===== src/rtl/ser_tx_arbiter.sv =====
// ser_tx_arbiter
//
// Round-robin transmit controller. Several requesters offer parallel words; one
// winner at a time is accepted and its word is shifted out MSB first on a single
// serial line, followed by an idle gap so the downstream deserializer can re-arm.
//
// Ports:
//   clk_i           clock, rising edge
//   srst_i          asynchronous active-high reset
//   enable_i        gates new grants only; a word in flight always completes
//   req_val_i       per-requester word valid
//   req_data_i      requester k word at [k*DESER_W +: DESER_W]
//   req_ready_o     one-hot accept strobe (combinational, IDLE only)
//   ser_data_o      serial data, MSB first
//   ser_data_val_o  serial bit valid
//   grant_id_o      index of the requester whose word is shifting
//   busy_o          high while shifting or in the post-word gap

module ser_tx_arbiter #(
    parameter int unsigned DESER_W    = 16,
    parameter int unsigned N_REQ      = 4,
    parameter int unsigned GAP_CYCLES = 2
) (
    input  logic                       clk_i,
    input  logic                       srst_i,
    input  logic                       enable_i,
    input  logic [N_REQ-1:0]           req_val_i,
    input  logic [N_REQ*DESER_W-1:0]   req_data_i,
    output logic [N_REQ-1:0]           req_ready_o,
    output logic                       ser_data_o,
    output logic                       ser_data_val_o,
    output logic [$clog2(N_REQ)-1:0]   grant_id_o,
    output logic                       busy_o
);

    localparam int unsigned GW  = $clog2(N_REQ);
    localparam int unsigned CW  = $clog2(DESER_W);
    localparam int unsigned GCW = $clog2(GAP_CYCLES + 1);

    localparam logic [CW-1:0]  LastBit = CW'(DESER_W - 1);
    localparam logic [GCW-1:0] LastGap = GCW'(GAP_CYCLES - 1);
    localparam logic [GW-1:0]  LastReq = GW'(N_REQ - 1);

    typedef enum logic [1:0] {
        StIdle,
        StShift,
        StGap
    } state_e;

    state_e             state_q;
    logic [DESER_W-1:0] shift_q;
    logic [CW-1:0]      bit_cnt_q;
    logic [GCW-1:0]     gap_cnt_q;
    logic [GW-1:0]      last_grant_q;

    logic [GW-1:0]      winner;
    logic [GW-1:0]      idx;
    logic               found;
    logic               grant_ok;

    // Round-robin search starting just after the previous winner, wrapping around.
    always_comb begin
        winner = '0;
        found  = 1'b0;
        idx    = '0;
        for (int unsigned i = 1; i <= N_REQ; i++) begin
            idx = GW'((32'(last_grant_q) + i) % N_REQ);
            if (!found && req_val_i[idx]) begin
                winner = idx;
                found  = 1'b1;
            end
        end
    end

    assign grant_ok = (state_q == StIdle) && enable_i && found;

    // Masked by reset so a requester never sees an accept while reset is held.
    assign req_ready_o = (grant_ok && !srst_i) ? (N_REQ'(1) << winner) : '0;

    // Zero fill means the register is already empty once the last bit has left,
    // so the MSB is 0 throughout GAP and IDLE without extra muxing.
    assign ser_data_o = shift_q[DESER_W-1];

    always_ff @(posedge clk_i or posedge srst_i) begin
        if (srst_i) begin
            state_q        <= StIdle;
            shift_q        <= '0;
            bit_cnt_q      <= '0;
            gap_cnt_q      <= '0;
            last_grant_q   <= LastReq;
            grant_id_o     <= '0;
            ser_data_val_o <= 1'b0;
            busy_o         <= 1'b0;
        end else begin
            unique case (state_q)
                StIdle: begin
                    if (grant_ok) begin
                        shift_q        <= req_data_i[winner*DESER_W +: DESER_W];
                        grant_id_o     <= winner;
                        last_grant_q   <= winner;
                        bit_cnt_q      <= '0;
                        ser_data_val_o <= 1'b1;
                        busy_o         <= 1'b1;
                        state_q        <= StShift;
                    end
                end
                StShift: begin
                    shift_q <= {shift_q[DESER_W-2:0], 1'b0};
                    if (bit_cnt_q == LastBit) begin
                        gap_cnt_q      <= '0;
                        ser_data_val_o <= 1'b0;
                        state_q        <= StGap;
                    end else begin
                        bit_cnt_q <= bit_cnt_q + 1'b1;
                    end
                end
                StGap: begin
                    if (gap_cnt_q == LastGap) begin
                        busy_o  <= 1'b0;
                        state_q <= StIdle;
                    end else begin
                        gap_cnt_q <= gap_cnt_q + 1'b1;
                    end
                end
                default: begin
                    state_q <= StIdle;
                end
            endcase
        end
    end

endmodule


===== config.mk =====
export PLATFORM = sky130hd
export DESIGN_NAME = ser_tx_arbiter
export DESIGN_NICKNAME = d
export VERILOG_FILES = /design/src/rtl/ser_tx_arbiter.sv
export SDC_FILE = /design/constraint.sdc
export NUM_CORES = 1
export LEC_CHECK = 0
export BUFFER_PORTS_ARGS = -buffer_cell sky130_fd_sc_hd__buf_4
export CAP_MARGIN = 20
export CORE_AREA = 2 2 57 86
export CTS_CLUSTER_SIZE = 25
export DETAILED_ROUTE_END_ITERATION = 16
export DIE_AREA = 0 0 59 88
export GPL_TIMING_DRIVEN = 0
export PLACE_DENSITY = 0.78
export SETUP_SLACK_MARGIN = 0.5
export SLEW_MARGIN = 20
export SYNTH_ARGS = -nofsm -noshare
export SYNTH_HDL_FRONTEND = slang
export SYNTH_SLANG_ARGS = --single-unit

===== constraint.sdc =====
create_clock -name clk_i -period 2.5 [get_ports clk_i]
set_input_delay 0.625 -clock clk_i [delete_from_list [all_inputs] [get_ports clk_i]]
set_output_delay 0.625 -clock clk_i [all_outputs]
set_load 0.05 [all_outputs]

# After elaboration in Yosys (flattened, before gate mapping)
# Index checks and enable logic that the tools add are counted.
# word_totals
ff_bits	30
latchBits	0
mem_bits_rw	0
mem_bits_ro	0
out_inout_bits	9
elab_cells	84
n_memories	0
# op_classes
add_sub_neg	6
mul	0
n_div	0
n_lt_le_gt_ge	4
n_eq_ne	9
shifts	2
n_mux	34
bitwise	0
n_reduce_logical	21
# op_table
cell	count
indexed part select 64 x 7 -> 16 bit	1
case mux 16 bit (2 select lines)	1
2-to-1 mux 2 bit	9
2-to-1 mux 16 bit	1
AND reduction 3 bit	5
< comparator 2 x 3 -> 1 bit, second input constant	4
2-to-1 mux 4 bit	3
2-to-1 mux 1 bit	11
!= test 2 bit, second input constant	5
binary-select mux 1 bit (select 2 bit)	4
case mux 4 bit (2 select lines)	1
adder 2 x 1 -> 2 bit, second input constant	3
logical AND 1 bit	6
case mux 2 bit (3 select lines)	1
nonzero test 2 bit	3
adder 2 bit, second input constant	2
adder 4 x 1 -> 4 bit, second input constant	1
== test 2 x 1 -> 1 bit, second input constant	2
== test 4 bit, second input constant	1
logical NOT 1 bit	4
case mux 1 bit (2 select lines)	2
case mux 2 bit (2 select lines)	1
AND reduction 2 bit	2
left shift 1 x 2 -> 4 bit, first input constant	1
2 further kinds	2

# Depth between registers and ports, before layout
# Gate-level depths: netlist (run 1).
# depth
word_depth	16
ltp_mapped	7
depth_no_buf	6

# Least setup slack after synthesis (run 1)
# No wires, ideal clock.
# synth_timing
path_type	in2out
startpoint	input port req_val_i[0]
endpoint	output port req_ready_o[2]
t_arrival_ps	2513
required_ps	1875
path_slack_ps	-638
stages	5
path_buffers	1
path_cell_list	a21oi_1 o31ai_4 or2_2 buf_6 nor3_1
# synth_between
elab_chain_cells	15
elab_cells_between_ends	26
cone_classes	shift: 1; mux: 17; reduce/logical: 8
# synth_lines
element	line	text
start: declaration	27	input logic [N_REQ-1:0] req_val_i,
binary-select mux 1 bit (select 2 bit)	68	if (!found && req_val_i[idx]) begin
2-to-1 mux 1 bit (not written as such)	68	
2-to-1 mux 1 bit	68	
logical NOT 1 bit	68	
logical AND 1 bit	68	
2-to-1 mux 1 bit	68	
logical NOT 1 bit	68	
logical AND 1 bit	68	
2-to-1 mux 1 bit	68	
logical NOT 1 bit	68	
logical AND 1 bit	68	
2-to-1 mux 1 bit	68	
logical AND 1 bit	75	assign grant_ok = (state_q == StIdle) && enable_i && found;
logical AND 1 bit	78	assign req_ready_o = (grant_ok && !srst_i) ? (N_REQ'(1) << winner) : '0;
2-to-1 mux 4 bit (*)	78	
end: declaration	29	output logic [N_REQ-1:0] req_ready_o,
# Every way passes the cells marked *; elsewhere a longest branch is shown, timed or not. The select of a mux whose other input is x is not followed.

# Worst setup path after layout (run 1)
# layout_timing
startpoint	register last_grant_q[0]
endpoint	output port req_ready_o[0]
# layout_between
elab_chain_cells	16
elab_cells_between_ends	30
cone_classes	add/sub: 4; shift: 1; mux: 17; reduce/logical: 8
# layout_lines
element	line	text
start: declaration	54	logic [GW-1:0] last_grant_q;
start signal: assignment	90	last_grant_q <= LastReq;
start signal: assignment	100	last_grant_q <= winner;
adder 2 x 1 -> 2 bit	67	idx = GW'((32'(last_grant_q) + i) % N_REQ);
binary-select mux 1 bit (select 2 bit)	68	
2-to-1 mux 1 bit (not written as such)	68	
2-to-1 mux 1 bit	68	
logical NOT 1 bit	68	
logical AND 1 bit	68	
2-to-1 mux 1 bit	68	
logical NOT 1 bit	68	
logical AND 1 bit	68	
2-to-1 mux 1 bit	68	
logical NOT 1 bit	68	
logical AND 1 bit	68	
2-to-1 mux 1 bit	68	
logical AND 1 bit	75	
logical AND 1 bit	78	
2-to-1 mux 4 bit (*)	78	
# Marked as above.

==> run metrics, run 1 <==
timing-limited maximum frequency 0.390 GHz; H-tree depth 2; most frequent cell after synthesis sky130_fd_sc_hd__mux2i_1; status complete, but fails checks; global-route wire length before repair 8390 um; largest net degree at the start of global routing 32; reported max-cap violation count 0; worst voltage drop across the vdd grid 0.644 mV; Mean Syn Cell Area 10.7 um^2; leading cell types by count after synthesis sky130_fd_sc_hd__mux2i_1, sky130_fd_sc_hd__dfrtp_1, sky130_fd_sc_hd__a21oi_1; Clk Latency, worst-skew pair 0.28 ns; Synth Cell Area 0.00211 mm^2; number of cell rows 30; EDFF count, synth 0; Final period util 103%; type of the setup path with the least slack flip-flop to output pin; drt total wl 5620 um; startpoint type of the worst setup path flip-flop; unrepaired setup endpoints after global routing yes; total grt overflow 0; number of ports placed on the die boundary 80; chip height 88 um; half-perimeter wire length after detailed placement 3940 um; final non-filler cell area 0.00315 mm^2; Placed Instance Area 0.00283 mm^2; Yosys top cell area share 33.2%; most used flip-flop cell after synthesis sky130_fd_sc_hd__dfrtp_1; detail-routed net length per standard cell 16.1 um; Relative slew margins 52.2%; via total after detailed routing 1957; Critical Path RT 1.88 ns; smallest hold slack 0.406 ns; number of global-route vias before repair 1875; number of clock sinks 30; number of max-slew violations in the final report 0; number of distinct library cells after synthesis 41; total CTS buffers 5; number of buffers between clock root and the deepest sink 2; Power, Total 3.00 mW; drc violations 0; pre-CTS setup slack -0.140 ns; min-delay worst type input port to asynchronous set/reset pin; number of detailed-route iterations in the first pass 4; number of nets in the synthesized netlist 271; Synth area leader sky130_fd_sc_hd__dfrtp_1; post-route setup slack -0.0650 ns; root cell of the clock tree sky130_fd_sc_hd__clkbuf_8; Total Negative Setup Slacks -0.119 ns; violated checks setup timing; width of the die 59 um; total number of nets in the final design 372; WP data arrival 1.94 ns; crit path time final 2.57 ns; full die area 0.00519 mm^2; Mapped Cells 198; per-cell via count in the routed design 5.62; number of warnings printed during yosys synthesis 0; number of diodes added for antenna fixing 0; IO buf count 79; power density of the placed cells 953 mW/mm^2; number of failing setup endpoints in the final timing report 3; number of antenna violations at the first check in global routing 0; leakage dissipation 1.48 nW; CTS tree done; Initial Utilization 47.6%; synthesized flop and latch total 30; slew at the pin closest to its max-slew limit 0.713 ns; number of DRC markers in iteration 0 34; endpoints failing hold 0; number of antenna-violating nets in the routed design 0; kind of end point of the critical path output pin; top cells by area in the synthesized netlist sky130_fd_sc_hd__dfrtp_1, sky130_fd_sc_hd__mux2i_1, sky130_fd_sc_hd__o221ai_2; clock input transition at the sequential cells of the worst setup and hold paths 0.06 ns; Layout Skew 0.00440 ns; gr usage total 21.1%; RePlAce Congestion 0.737; portion of the post-synthesis area used by sequential elements 35.7%; placeable core region 0.00443 mm^2; ys async rst share 100%; highest fanout seen on the critical path 6; layout cells sized above 1 50.7%; Area Growth Syn to Fin 49.1%
cell usage in the layout, fill, tap and decap left out, types with 3 or more instances in the layout:
master | netlist | final
sky130_fd_sc_hd__a21oi_1 | 21 | 20
sky130_fd_sc_hd__and3_1 | 16 | 16
sky130_fd_sc_hd__buf_12 | 3 | 5
sky130_fd_sc_hd__buf_4 | 1 | 87
sky130_fd_sc_hd__buf_6 | 4 | 6
sky130_fd_sc_hd__buf_8 | 1 | 3
sky130_fd_sc_hd__clkbuf_1 | 3 | 4
sky130_fd_sc_hd__clkbuf_8 | 0 | 6
sky130_fd_sc_hd__dfrtp_1 | 28 | 28
sky130_fd_sc_hd__mux2i_1 | 32 | 25
sky130_fd_sc_hd__mux2i_2 | 0 | 4
sky130_fd_sc_hd__mux2i_4 | 0 | 3
sky130_fd_sc_hd__nand2_1 | 11 | 10
sky130_fd_sc_hd__nand2b_1 | 3 | 3
sky130_fd_sc_hd__nand3_1 | 7 | 7
sky130_fd_sc_hd__nor2_1 | 13 | 11
sky130_fd_sc_hd__o21ai_0 | 4 | 4
sky130_fd_sc_hd__o221ai_2 | 15 | 15
registers in the layout, summed over array words and instances, names as in the netlist:
register,cells
grant_id_o,2
last_grant_q,2
shift_q,16
gap_cnt_q,2
busy_o,1
state_q,2
bit_cnt_q,4
ser_data_val_o,1
report_power, final:
part	switching, mW	total [mW]	internal [mW]
logic	0.887	1.77	0.883
clock network	0.173	0.395	0.221
registers	0.137	0.834	0.697
layout make-up:
class                           instances  area [um^2]
Clock buffer                            7         86.3
Tap cell                               48         60.1
Timing Repair Buffer                   93          746
Fill cell                             340         1280
Buffer                                 15          179
Sequential cell                        30          753
Inverter                                3         15.0
Clock inverter                          1         5.00
Multi-Input combinational cell        150         1300
Timing Repair inverter                  1         5.00
per-stage QoR:
stage | utilization [%] | std cells
3_5_place_dp | 63.8 | 325
5_1_grt | 71.0 | 348
4_1_cts | 68.1 | 341
2_1_floorplan | - | 198
6_report | 71.0 | 348
3_3_place_gp | 63.8 | 325
kinds of logic (layout without fill, tap and decap cells):
group / after synthesis / after routing / synth area share (%)
fa+ha+maj: 2 / 2 / 1.19
simple gates: 63 / 63 / 16.4
mux: 34 / 34 / 16.3
flops: 30 / 30 / 35.7
xor+xnor: 1 / 1 / 0.415
compound gates: 50 / 50 / 21.8
buf+inv: 18 / 120 / 8.18
critical path, stage by stage (launching register included):
cell and delay [ns]:
sky130_fd_sc_hd__dfstp_2 0.55, sky130_fd_sc_hd__and3b_2 0.23, sky130_fd_sc_hd__o31ai_4 0.25, sky130_fd_sc_hd__buf_6 0.16, sky130_fd_sc_hd__nand2_8 0.05, sky130_fd_sc_hd__buf_12 0.13, sky130_fd_sc_hd__nor3_4 0.11, sky130_fd_sc_hd__buf_6 0.18
final timing paths:
path | start | endpoint | slack (ns) | depth (start not counted)
max | last_grant_q[0] | req_ready_o[0] | -0.07 | 7
min | srst_i | shift_q[14] | 0.41 | 2
max reg2reg | last_grant_q[1] | shift_q[9] | 0.51 | 8
min reg2reg | grant_id_o[1] | grant_id_o[1] | 0.49 | 2
max in group asynchronous | srst_i | last_grant_q[1] | 1.65 | 2
min in group clk_i | grant_id_o[1] | grant_id_o[1] | 0.49 | 2
routing by layer:
| layer | global-route usage (%) | up-vias | share of wire, % |
|---|---|---|---|
| met5 | 0 | - | 0 |
| met4 | 7.02 | 0 | 3.6 |
| met3 | 4.58 | 19 | 4.5 |
| met2 | 38.5 | 65 | 55 |
| met1 | 23.8 | 922 | 37 |
| li1 | - | 951 | - |
timing repair:
action | CTS | global route
gates cloned | 0 | 2
buffers inserted | 8 | 5
resized for setup | 10 | 12
pin swaps | 6 | 6
hold buffers | 0 | 0
endpoints found under the setup margin | 4 | 19
Power figures use the tool's default switching activity.
==> run 2, diff against run 1 <==
--- a/config.mk
+++ b/config.mk
@@ -5,14 +5,14 @@
 export SDC_FILE = /design/constraint.sdc
 export NUM_CORES = 1
 export LEC_CHECK = 0
-export BUFFER_PORTS_ARGS = -buffer_cell sky130_fd_sc_hd__buf_4
 export CAP_MARGIN = 20
-export CORE_AREA = 2 2 57 86
+export CORE_AREA = 2 2 53 80
 export CTS_CLUSTER_SIZE = 25
 export DETAILED_ROUTE_END_ITERATION = 16
-export DIE_AREA = 0 0 59 88
+export DIE_AREA = 0 0 55 82
+export DONT_BUFFER_PORTS = 1
 export GPL_TIMING_DRIVEN = 0
-export PLACE_DENSITY = 0.78
+export PLACE_DENSITY = 0.73
 export SETUP_SLACK_MARGIN = 0.5
 export SLEW_MARGIN = 20
 export SYNTH_ARGS = -nofsm -noshare
==> constraint.sdc (replaced) <==
create_clock -name clk_i -period 2.3 [get_ports clk_i]
set_input_delay 0.575 -clock clk_i [delete_from_list [all_inputs] [get_ports clk_i]]
set_output_delay 0.575 -clock clk_i [all_outputs]
set_load 0.05 [all_outputs]
==> run 2 against run 1 <==
Effect of this change:
- the flow still finishes with violations (setup timing)
- first-iteration DRC count increased by 26%
- combinational power grew 11%
- critical path depth decreased by 1
- routed wire length fell by 4.2%
- cell count fell by 22%
- clock-buffer cell count increased by 1
- worst hold slack got worse by 0.12 ns
- utilization is 0.57 points higher
- clock skew rose by 0.0015 ns
- critical path type unchanged
- largest cell class unchanged
==> run metrics, run 2 (synthesis results as in run 1) <==
post-route setup slack -0.440 ns (-0.375 ns); number of antenna-violating nets in the routed design 0 (unchanged); Initial Utilization 54.7% (+7.1 points); slew at the pin closest to its max-slew limit 0.752 ns (+0.0387 ns); startpoint type of the worst setup path flip-flop; Final period util 119%; CP max stage cell sky130_fd_sc_hd__dfstp_2; Area Growth Syn to Fin 30.8%; pre-CTS setup slack -0.163 ns (-0.0227 ns); chip height 82 um (-6.8%); global-route wire length before repair 7380 um (-12%); number of clock sinks 30 (unchanged); number of global-route vias before repair 1622 (-13%); Total Negative Setup Slacks -1.49 ns (-1.37 ns); reg-to-reg startpoint last_grant_q[1]; most common cell after layout, fill and taps aside sky130_fd_sc_hd__dfrtp_1; Crit Reg-Reg Endpoint shift_q[9]; stage delay of the slowest cell on the critical path 0.56 ns (about the same); Layout Skew 0.00594 ns (+0.00153 ns); total number of nets in the final design 300 (-19%); depth of the most critical reg-to-reg path 11 (+3); reported max-cap violation count 0 (unchanged); number of failing setup endpoints in the final timing report 4 (+1); number of buffers between clock root and the deepest sink 2 (unchanged); total CTS buffers 5 (unchanged); kind of end point of the critical path output pin; post-layout utilization of the core 71.6% (+0.57 points); per-cell via count in the routed design 6.40 (+14%); full die area 0.00451 mm^2 (-13%); number of antenna violations at the first check in global routing 0 (unchanged); crit path time final 2.74 ns; number of DRC markers in iteration 0 43 (+26%); status complete, but fails checks; number of max-slew violations in the final report 0 (unchanged); worst voltage drop across the vdd grid 0.817 mV (+27%); timing-limited maximum frequency 0.365 GHz; min-delay worst type input port to asynchronous set/reset pin; total grt overflow 0 (unchanged); H-tree depth 2 (unchanged); Relative slew margins 49.8% (-2.4 points); drc violations 0 (unchanged); leakage dissipation 1.14 nW (-23%); unrepaired setup endpoints after global routing yes; largest net degree at the start of global routing 32 (unchanged); placeable core region 0.00385 mm^2 (-13%); reg2reg setup slack 0.21 ns (-0.30 ns); number of flip-flops in the largest register 16 (unchanged); largest reg by FF count shift_q; endpoints failing hold 0 (unchanged); gr usage total 23.4% (+2.2 points); type of the setup path with the least slack flip-flop to output pin; root cell of the clock tree sky130_fd_sc_hd__clkbuf_8; power density of the placed cells 1230 mW/mm^2 (+29%); number of ports placed on the die boundary 80 (unchanged); width of the die 55 um (-6.8%); Critical Path RT 1.73 ns (-0.15 ns); CTS tree done; violated checks setup timing; detail-routed net length per standard cell 19.7 um (+22%); IO buf count 0 (-100%); number of cell rows 28 (-6.7%); drt total wl 5380 um (-4.2%); number of diodes added for antenna fixing 0 (unchanged); WP data arrival 2.16 ns (+0.22 ns); layout cells sized above 1 40.8% (-9.9 points); number of detailed-route iterations in the first pass 4 (unchanged); highest fanout seen on the critical path 4 (-2); via total after detailed routing 1746 (-11%); most frequent cells in the layout sky130_fd_sc_hd__dfrtp_1, sky130_fd_sc_hd__a21oi_1, sky130_fd_sc_hd__and3_1; biggest regs shift_q x16, bit_cnt_q x4; half-perimeter wire length after detailed placement 3560 um (-9.6%); RePlAce Congestion 0.737 (about the same); Clk Latency, worst-skew pair 0.29 ns (about the same); list of cells traversed by the critical path and3b_2, o31ai_4, buf_4, or2_4, buf_12, nor3_4; clock input transition at the sequential cells of the worst setup and hold paths 0.06 ns (about the same)
run 2: cell types whose count changed in the layout (fill, tap and decap cells not counted), moves of 2 or more:
cell | before | now
sky130_fd_sc_hd__mux2i_4 | 3 | 12
sky130_fd_sc_hd__mux2i_1 | 25 | 13
sky130_fd_sc_hd__buf_6 | 6 | 8
sky130_fd_sc_hd__buf_4 | 87 | 14
sky130_fd_sc_hd__clkbuf_1 | 4 | 6
sky130_fd_sc_hd__mux2i_2 | 4 | 7
run 2: worst max-delay path: cells and delay by family (launching register included):
| kind | cells | cell delay [ns] |
|---|---|---|
| DFF | 1 | 0.56 |
| buffers and inverters | 2 | 0.29 |
| and+or+nand+nor | 3 | 0.94 |
| AOI/OAI and AO/OA | 1 | 0.09 |
run 2: timing repair:
action,in CTS,in global routing
endpoints found under the setup margin,17,22
setup buffers,9,11
hold buffers,0,0
resized for setup,20,28
pin swaps,9,8
cloned,1,1
run 2: per-layer routing:
layer  track usage [%]  routed length, um
met1              24.9               1950
met2              40.5               2890
met3              7.09                377
met4              11.0                159
met5                 0                  0
run 2: final cells by class:
type | count | area, um^2
clock buffer | 8 | 80.1
timing repair buffer | 22 | 238
fill | 286 | 1090
tap | 45 | 56.3
buffer | 15 | 174
multi-input combinational | 150 | 1440
inverter | 3 | 15.0
sequential | 30 | 753
run 2: worst max-delay path by stage:
| stage | start | to | slack (ns) |
|---|---|---|---|
| after floorplan | req_val_i[3] | req_ready_o[0] | -0.09 |
| after CTS | last_grant_q[1] | req_ready_o[2] | -0.39 |
| final | last_grant_q[1] | req_ready_o[2] | -0.44 |
| after global placement | req_val_i[3] | req_ready_o[0] | -0.17 |
| after global routing | last_grant_q[1] | req_ready_o[2] | -0.48 |
| after detailed placement | req_val_i[3] | req_ready_o[0] | -0.16 |
run 2: power breakdown:
group / switching, mW / internal (mW) / total (mW)
clock network: 0.195 / 0.214 / 0.409
logic: 0.896 / 1.06 / 1.96
registers: 0.273 / 0.755 / 1.03
total: 1.36 / 2.03 / 3.40
run 2: per-stage QoR:
| stage | power (mW) | hold WS [ns] | area [um^2] | instances |
|---|---|---|---|---|
| CTS | 3.11 | 0.291 | 2510 | 261 |
| floorplan | 2.21 | 0.456 | 2180 | 198 |
| global route | 3.60 | 0.326 | 2760 | 273 |
| detailed placement | 2.47 | 0.481 | 2230 | 243 |
| global placement | 2.41 | 0.470 | 2230 | 243 |
| finish | 3.40 | 0.285 | 2760 | 273 |
==> run 3, diff against run 2 <==
--- a/config.mk
+++ b/config.mk
@@ -6,13 +6,13 @@
 export NUM_CORES = 1
 export LEC_CHECK = 0
 export CAP_MARGIN = 20
-export CORE_AREA = 2 2 53 80
+export CORE_AREA = 2 2 51 76
 export CTS_CLUSTER_SIZE = 25
 export DETAILED_ROUTE_END_ITERATION = 16
-export DIE_AREA = 0 0 55 82
+export DIE_AREA = 0 0 53 78
 export DONT_BUFFER_PORTS = 1
 export GPL_TIMING_DRIVEN = 0
-export PLACE_DENSITY = 0.73
+export PLACE_DENSITY = 0.76
 export SETUP_SLACK_MARGIN = 0.5
 export SLEW_MARGIN = 20
 export SYNTH_ARGS = -nofsm -noshare
==> constraint.sdc (replaced) <==
create_clock -name clk_i -period 2.9 [get_ports clk_i]
set_input_delay 0.725 -clock clk_i [delete_from_list [all_inputs] [get_ports clk_i]]
set_output_delay 0.725 -clock clk_i [all_outputs]
set_load 0.05 [all_outputs]
==> run 3 against run 2 <==
Effect of this change:
- the flow now finishes without violations
- power down 26%
- sequential cell count unchanged
- cell count down 2.9%
- highest routed layer unchanged
- worst hold slack improved by 0.15 ns
- routed wire length is 1.7% lower
- combinational power is 36% lower
- utilization grew 1.1 points
- largest power group unchanged
- sequential power shrank 20%
- global-route usage grew 2.7 points
==> run metrics, run 3 (synthesis results as in run 1) <==
Layout Skew 0.00307 ns (-0.00287 ns); number of clock sinks 30 (unchanged); highest fanout seen on the critical path 5 (+1); Final period util 99.4%; RePlAce Congestion 0.790 (+7.2%); full die area 0.00413 mm^2 (-8.3%); total CTS buffers 5 (unchanged); number of global-route vias before repair 1753 (+8.1%); number of ports placed on the die boundary 80 (unchanged); IO buf count 0 (unchanged); root cell of the clock tree sky130_fd_sc_hd__clkbuf_8; largest reg by FF count shift_q; WP data arrival 2.16 ns (about the same); width of the die 53 um (-3.6%); H-tree depth 2 (unchanged); drt total wl 5300 um (-1.7%); placeable core region 0.00342 mm^2 (-11%); unrepaired setup endpoints after global routing yes; type of the setup path with the least slack flip-flop to output pin; number of failing setup endpoints in the final timing report 0 (-4); Critical Path RT 2.17 ns (+0.44 ns); worst voltage drop across the vdd grid 0.618 mV (-24%); number of diodes added for antenna fixing 0 (unchanged); most common cell after layout, fill and taps aside sky130_fd_sc_hd__mux2i_1; chip height 78 um (-4.9%); smallest hold slack 0.433 ns (+0.148 ns); number of antenna-violating nets in the routed design 0 (unchanged); half-perimeter wire length after detailed placement 3760 um (+5.4%); biggest regs shift_q x16, bit_cnt_q x4; kind of end point of the critical path output pin; layout cells sized above 1 30.9% (-9.8 points); CTS tree done; number of detailed-route iterations in the first pass 4 (unchanged); startpoint type of the worst setup path flip-flop; Initial Utilization 61.8% (+7.0 points); total grt overflow 0 (unchanged); power density of the placed cells 1010 mW/mm^2 (-18%); depth of the most critical reg-to-reg path 9 (-2); clock input transition at the sequential cells of the worst setup and hold paths 0.06 ns (about the same); slew at the pin closest to its max-slew limit 0.744 ns (-0.00792 ns); endpoints failing hold 0 (unchanged); Total Negative Setup Slacks 0 ns (+1.49 ns); leakage dissipation 1.12 nW (-2.0%); number of flip-flops in the largest register 16 (unchanged); crit path time final 2.88 ns; Area Growth Syn to Fin 17.7%; Relative slew margins 50.3% (+0.53 points); Clk Latency, worst-skew pair 0.28 ns (about the same); status complete, no violations; per-cell via count in the routed design 6.36 (-0.58%); number of max-slew violations in the final report 0 (unchanged); global-route wire length before repair 7940 um (+7.6%); min-delay worst type input port to asynchronous set/reset pin; detail-routed net length per standard cell 20.0 um (+1.3%); reported max-cap violation count 0 (unchanged); number of antenna violations at the first check in global routing 0 (unchanged); number of cell rows 26 (-7.1%); largest net degree at the start of global routing 32 (unchanged); hold bufs inserted after CTS 0 (unchanged); total number of nets in the final design 295 (-1.7%); drc violations 0 (unchanged); number of buffers between clock root and the deepest sink 2 (unchanged); timing-limited maximum frequency 0.347 GHz; most frequent cells in the layout sky130_fd_sc_hd__mux2i_1, sky130_fd_sc_hd__dfrtp_1, sky130_fd_sc_hd__a21oi_1; number of DRC markers in iteration 0 42 (-2.3%); via total after detailed routing 1685 (-3.5%); gr usage total 26.1% (+2.7 points)
-- run 3: cell types whose count changed in the layout (fill, tap and decap cells not counted), sizes merged --
cell,change
clkbuf,-4
clkinv,+2
bufinv,+1
buf,-4
-- run 3: cell type report --
| class | instances | area (um^2) |
|---|---|---|
| multi-input combinational | 150 | 1240 |
| fill | 243 | 932 |
| sequential | 30 | 753 |
| buffer | 15 | 179 |
| timing repair buffer | 17 | 131 |
| clock buffer | 5 | 68.8 |
| tap | 42 | 52.6 |
| clock inverter | 3 | 40.0 |
| inverter | 3 | 15.0 |
-- run 3: critical path, stage by stage (launching register included) --
cell                      delay [ns]
sky130_fd_sc_hd__dfstp_2        0.57
sky130_fd_sc_hd__and3b_2        0.22
sky130_fd_sc_hd__o31ai_4        0.08
sky130_fd_sc_hd__buf_4          0.16
sky130_fd_sc_hd__or2_4          0.24
sky130_fd_sc_hd__buf_12         0.13
sky130_fd_sc_hd__nor3_4         0.47
-- run 3: path summary, 6_finish.rpt --
| kind | start | to | slack, ns |
|---|---|---|---|
| worst max-delay path | last_grant_q[1] | req_ready_o[2] | 0.02 |
| worst min-delay path | srst_i | grant_id_o[0] | 0.43 |
| worst max register to register | last_grant_q[1] | shift_q[14] | 0.84 |
| worst min register to register | shift_q[1] | shift_q[2] | 0.50 |
| max in group asynchronous | srst_i | gap_cnt_q[1] | 2.05 |
| min in group clk_i | shift_q[1] | shift_q[2] | 0.50 |
-- run 3: metrics by stage --
stage                     total power, mW  area, um^2  worst slack (ns)  utilization [%]  cells
final                                2.50        2480            0.0167             72.7    265
after global routing                 2.65        2480           -0.0310             72.7    265
after CTS                            2.44        2430            0.0249             71.1    258
after detailed placement             1.96        2230             0.139             65.2    240
after global placement               1.91        2230             0.148             65.2    240
after floorplan                      1.75        2170             0.213                -    198
-- run 3: report_power, final --
| group | internal (mW) | switching [mW] | total [mW] | leakage, nW |
|---|---|---|---|---|
| clock | 0.253 | 0.163 | 0.415 | 0.0579 |
| combinational | 0.632 | 0.630 | 1.26 | 0.696 |
| sequential | 0.599 | 0.220 | 0.819 | 0.368 |
-- run 3: repair_timing --
| action | CTS | global route |
|---|---|---|
| resized for setup | 4 | 1 |
| setup endpoints to repair | 4 | 4 |
| pin swaps | 7 | 3 |
| buffers inserted | 10 | 7 |
-- run 3: layer usage --
metal	vias to the layer above	global-route usage, %	wire length [um]
li1	788	-	-
met5	-	0	0
met3	11	6.35	353
met2	66	45.8	2900
met4	0	9.74	98
met1	820	29.3	1950
